[src/rtl/alu_src_b_stage.sv]
// Operand-B selector for the multicycle datapath. It builds the immediate forms
// and holds the selected operand in a one-entry valid/ready output register.
module alu_src_b_stage #(
  parameter int unsigned DATA_W   = 32,
  parameter int unsigned IMM_W    = 16,
  parameter int unsigned PC_INC   = 4,
  parameter int unsigned BR_SHIFT = 2
) (
  input  logic              clk,
  input  logic              reset,
  input  logic              in_valid,
  output logic              in_ready,
  input  logic [2:0]        alu_src_b,
  input  logic [DATA_W-1:0] in_reg_b,
  input  logic [IMM_W-1:0]  in_imm,
  output logic              out_valid,
  input  logic              out_ready,
  output logic [DATA_W-1:0] out_data,
  output logic [2:0]        out_sel,
  output logic              err_illegal,
  input  logic              err_clr
);

  localparam int unsigned HiShift = DATA_W - IMM_W;

  logic              accept;
  logic              isIllegal;
  logic [DATA_W-1:0] immSext;
  logic [DATA_W-1:0] immZext;
  logic [DATA_W-1:0] nextOperand;

  assign in_ready = !out_valid || out_ready;
  assign accept   = in_valid && in_ready;

  // Casting the signed immediate sign-extends it without a replication, so IMM_W == DATA_W is still legal.
  assign immSext = DATA_W'($signed(in_imm));
  assign immZext = DATA_W'(in_imm);

  always_comb begin
    nextOperand = '0;
    isIllegal   = 1'b0;
    case (alu_src_b)
      3'b000:  nextOperand = in_reg_b;
      3'b001:  nextOperand = DATA_W'(PC_INC);
      3'b010:  nextOperand = immSext;
      3'b011:  nextOperand = immSext << BR_SHIFT;
      3'b100:  nextOperand = '0;
      3'b101:  nextOperand = immZext;
      3'b110:  nextOperand = immZext << HiShift;
      default: begin
        nextOperand = '0;
        isIllegal   = 1'b1;
      end
    endcase
  end

  // Output register. A drain with no new accept keeps the data and drops only valid.
  always_ff @(posedge clk) begin
    if (reset) begin
      out_data    <= '0;
      out_sel     <= '0;
      out_valid   <= 1'b0;
      err_illegal <= 1'b0;
    end else begin
      if (accept) begin
        out_data  <= nextOperand;
        out_sel   <= alu_src_b;
        out_valid <= 1'b1;
      end else if (out_ready) begin
        out_valid <= 1'b0;
      end
      if (accept && isIllegal) begin
        err_illegal <= 1'b1;
      end else if (err_clr) begin
        err_illegal <= 1'b0;
      end
    end
  end

endmodule

[config.mk]
export PLATFORM = sky130hd
export DESIGN_NAME = alu_src_b_stage
export DESIGN_NICKNAME = d
export VERILOG_FILES = /design/src/rtl/alu_src_b_stage.sv
export SDC_FILE = /design/constraint.sdc
export NUM_CORES = 1
export LEC_CHECK = 0
export ABC_AREA = 1
export BUFFER_PORTS_ARGS = -buffer_cell sky130_fd_sc_hd__clkbuf_2
export CORE_ASPECT_RATIO = 1.2
export CORE_MARGIN = 5
export CORE_UTILIZATION = 45
export DETAILED_ROUTE_END_ITERATION = 7
export PLACE_DENSITY = 0.79
export SYNTH_ARGS = -nofsm -noshare
export SYNTH_HDL_FRONTEND = slang
export SYNTH_SLANG_ARGS = --single-unit
[constraint.sdc]
create_clock -name clk -period 1.86 [get_ports clk]
set_input_delay 0.186 -clock clk [delete_from_list [all_inputs] [get_ports clk]]
set_output_delay 0.186 -clock clk [all_outputs]
set_load 0.005 [all_outputs]
### After elaboration in Yosys (flattened, before gate mapping)

Cells that the tools add are included.

* register bits: 37
* logic and storage cells: 24

* equality and inequality tests: 6
* multiplexer cells: 6
* reduce and logical (&&, ||, !) cells: 8

Operator list (number)
* 32-bit one-hot mux with 6 select lines: 1
* 3-bit == test, second input constant: 3
* 7-bit OR reduction: 1
* 3-bit by 2-bit == test with 1-bit output, second input constant: 2
* 1-bit two-way mux: 5
* 2-bit nonzero test: 2
* 3-bit by 1-bit == test with 1-bit output, second input constant: 1
* 3-bit zero test: 1
* 1-bit logical AND: 2
* 1-bit zero test: 1
* 1-bit logical OR: 1

### Logic depth before layout (Yosys ltp)

* depth after elaboration: 5
* gate-level depth with buffers: 9
* gate-level depth less buffers: 8

### Worst setup path before layout

No wires, ideal clock.

* path kind: input to register
* start: input alu_src_b[2]
* end: register out_data[24]
* setup time: 0.070 ns
* arrival time: 1.108 ns
* required time: 1.790 ns
* slack: 0.682 ns
* cell stages on the path: 7
* path through: clkbuf_2 -> nor3_4 -> buf_2 -> nand2_1 -> nand3_1 -> nand2_1 -> a21oi_1

* word-level cells in the longest chain between the ends: 2
* elaborated cells between the ends (all ways): 7

Ends and longest elaborated chain
* from (decl): RTL line 13 `input logic [2:0] alu_src_b,`
* 3-bit == test (tied with other cells): RTL line 42 `case (alu_src_b)`
* 32-bit one-hot mux with 6 select lines (*): RTL line 42
* to (signal assigned): RTL line 66 `out_data <= nextOperand;`
* to (decl): RTL line 18 `output logic [DATA_W-1:0] out_data,`

Mark *: on every way between the ends. The rest lies on a longest branch, timed or not.
A chain may end at the register's enable or synchronous reset.

### Final worst setup path

* start: register out_valid
* end: register out_data[16]

* word-level cells in the longest chain between the ends: 3

Ends and longest elaborated chain
* from (decl): RTL line 16 `output logic out_valid,`
* from (signal assigned): RTL line 62 `out_valid <= 1'b0;`
* from (signal assigned): RTL line 68 `out_valid <= 1'b1;`
* from (signal assigned): RTL line 70 `out_valid <= 1'b0;`
* 1-bit zero test: RTL line 32 `assign in_ready = !out_valid || out_ready;`
* 1-bit logical OR: RTL line 32
* 1-bit logical AND: RTL line 33 `assign accept = in_valid && in_ready;`

No other way between the ends.

==> reports/metrics.yaml <==
pre_cts_ws_ns: 0.3249
fin_area_sq_um: 2589
grt_pass1_wl_microns: 10260
crit_path_start: "out_valid$_SDFFE_PP0P_"
drive_gt1_share_pct: 27.74
seq_area_frac_synth_pct: 36.30
gr-usage-met2_pct: 34.62
vias: 2357
diodes: 0
synth_top_area_share_pct: 36.30
min_path_cells: 4
yosysTopAreaCell: "dfxtp_1"
clockBufferDepth: 2
syn2layout_area_growth_pct: 26.85
synth_cell_types: 18
placed_cells: 459
status: "finished, final reports clean"
synthTopCellsByArea: "dfxtp_1, nand2_1, nand3_1"
min_period_ns: 1.454
ys_ff_latch: 37
hold_violations: 0
gr-usage-met3_pct: 5.783
top_usage_layer: "met2"
p_sw_mw: 0.5118
cts_sinks: 37
vias_per_cell: 5.047
ctsHoldBuffers: 0
post_drt_wl_per_cell_microns: 12.69
swShare_pct: 29.28
drc: 0
fin_crit_sh_pct: 78.16
cts_resized: 0
power_density_nw_per_um2: 675.2
worstPathCellList: "nand2_1 -> nand2_1 -> inv_2 -> o21ai_0 -> a21oi_1"
synth.cell_area_sq_um: 2041
rr_endpoint: "out_data[16]$_SDFFE_PP0P_"
io_pins: 94
rsz0062_at_grt: "false"
ff2ff_path_depth: 5
place_area_sq_um: 2506
yosysWarningCount: 0
reg2reg_slack_ns: 0.41
worst_pin_slew_ns: 0.7439
cpPeakStageDelay_ns: 0.44
layout_common_cells: "nand2_1, clkbuf_2, nand3_1"
drv_slew: 0
p_leak_nw: 1.323
gp_congestion: 0.8059
cts_root_buf: "clkbuf_8"
grt_antenna_before_repair: 0
ant_nets: 0
crit_family: "buffers and inverters"
cp.buffers_inverters: 1
clock_latency_ns: 0.29
cts_setup_buffers: 0
postLayoutSetupSlackWorst_ns: 0.4063
grt_usage_pct: 20.82
fp.dieW_microns: 71.48
combPwrFrac_pct: 20.5
hpwl_microns: 4483
core_area_sq_um: 4327
finalNonFillerCells: 467
skew_ns: 0.004670
dieArea_sq_um: 5987
fmax_ghz: 0.6879
max-slew-margin-rel_pct: 50.41
worstPathArrival_ns: 1.66
startpoint_type: "register"
initial_core_util_pct: 47.17
grt_max_degree: 38
cap_violations: 0
numCtsBuffers: 5
cts_tree: "done"
synthCells: 327
crit_top_cell: "nand2_1"
hold_path.class: "in -> reg"
r2r_start: "out_valid$_SDFFE_PP0P_"
rows: 26
syn-num-nets: 383
drt_pre_antenna_iters: 5
p_int_mw: 1.236
critPathCaptureType: "register"
syn_area_per_cell_sq_um: 6.241
critPathCapture: "out_data[16]$_SDFFE_PP0P_"
critical_path_required_ns: 2.07
cp.depth: 5
routed_wirelength_microns: 5925
htreeDepth: 2
final_nets: 466
clockPowerShare_pct: 30.7
seq_power_share_pct: 48.8
drt_iter0_markers: 181
die_y_microns: 83.77
tns_ns: 0
clkTransAtPathRegs_ns: 0.07
cp_slowest_cell: "inv_2"
met1_usage_pct: 25.63
grt-ovfl-total: 0
cp_max_fo: 37
io_buffers: 93
setup_viol: 0
final_common_cell: "nand2_1"
fillers: 454
path_class: "reg -> reg"
first_global_vias: 2324
peakVddDrop_uv: 470.8
[power groups by stage]
stage                     Clock [mW]  Combinational (mW)  Sequential (mW)
final                          0.536               0.359            0.853
after global routing           0.595               0.410            0.859
after CTS                      0.548               0.361            0.853
after detailed placement           0               0.360            0.871
after global placement             0               0.355            0.871
after floorplan                    0               0.207            0.874
[worst min-delay path by stage]
stage	from	endpoint	slack (ns)
5_1_grt	err_clr	err_illegal$_SDFFE_PP0P_	0.17
2_1_floorplan	err_clr	err_illegal$_SDFFE_PP0P_	0.35
3_3_place_gp	err_clr	err_illegal$_SDFFE_PP0P_	0.44
6_report	err_clr	err_illegal$_SDFFE_PP0P_	0.15
4_1_cts	err_clr	err_illegal$_SDFFE_PP0P_	0.15
3_5_place_dp	out_data[12]$_SDFFE_PP0P_	out_data[12]$_SDFFE_PP0P_	0.46
[metal layers]
metal	routed length, microns	part of all wire [%]
met1	2463	42
met2	2888	49
met3	500	8.4
met4	73	1.2
met5	0	0
[worst reg2reg max path: cells and delay by family (launching register included)]
kind	cells	cell delay (ns)
compound gates	2	0.45
buf+inv	1	0.44
flops	1	0.31
simple gates	2	0.18
[synth_stat cells]
cell,n
a211oi_1,1
a21oi_1,36
buf_2,10
buf_4,5
clkbuf_1,8
clkbuf_2,1
dfxtp_1,37
inv_1,17
inv_2,3
nand2_1,137
nand2_2,1
nand3_1,47
nand4_1,17
nor2_1,3
nor2_4,1
nor3_4,1
o21ai_0,1
o21ai_2,1
[sequential cells by signal, indices dropped and copies added, names as in the netlist]
signal and flops:
out_data 32, out_sel 3, err_illegal 1, out_valid 1
[through the flow]
stage          power (mW)  hold slack, ns  util, %
2_1_floorplan       1.081          0.3493        -
3_3_place_gp        1.225          0.4443    57.92
3_5_place_dp        1.231          0.4564    57.92
4_1_cts             1.763          0.1514    59.83
5_1_grt             1.864          0.1710    59.83
6_report            1.748          0.1486    59.83
[logic make-up after synthesis]
logic type             after synthesis  share of synthesized area (%)
AO/OA/AOI/OAI                       39                          9.871
buffers and inverters               44                          9.687
flip-flops                          37                          36.30
AND/OR/NAND/NOR                    207                          44.14
[cell type report]
type	instances	area, sq um	share of cell area [%]
Sequential cell	37	740.7	28.61
Clock buffer	6	72.57	2.803
Tap cell	56	70.07	2.707
Inverter	20	75.07	2.900
Timing Repair Buffer	100	518.0	20.01
Multi-Input combinational cell	246	1102	42.58
Clock inverter	2	10.01	0.3867
Note: power is estimated with default switching activity, not from simulation.
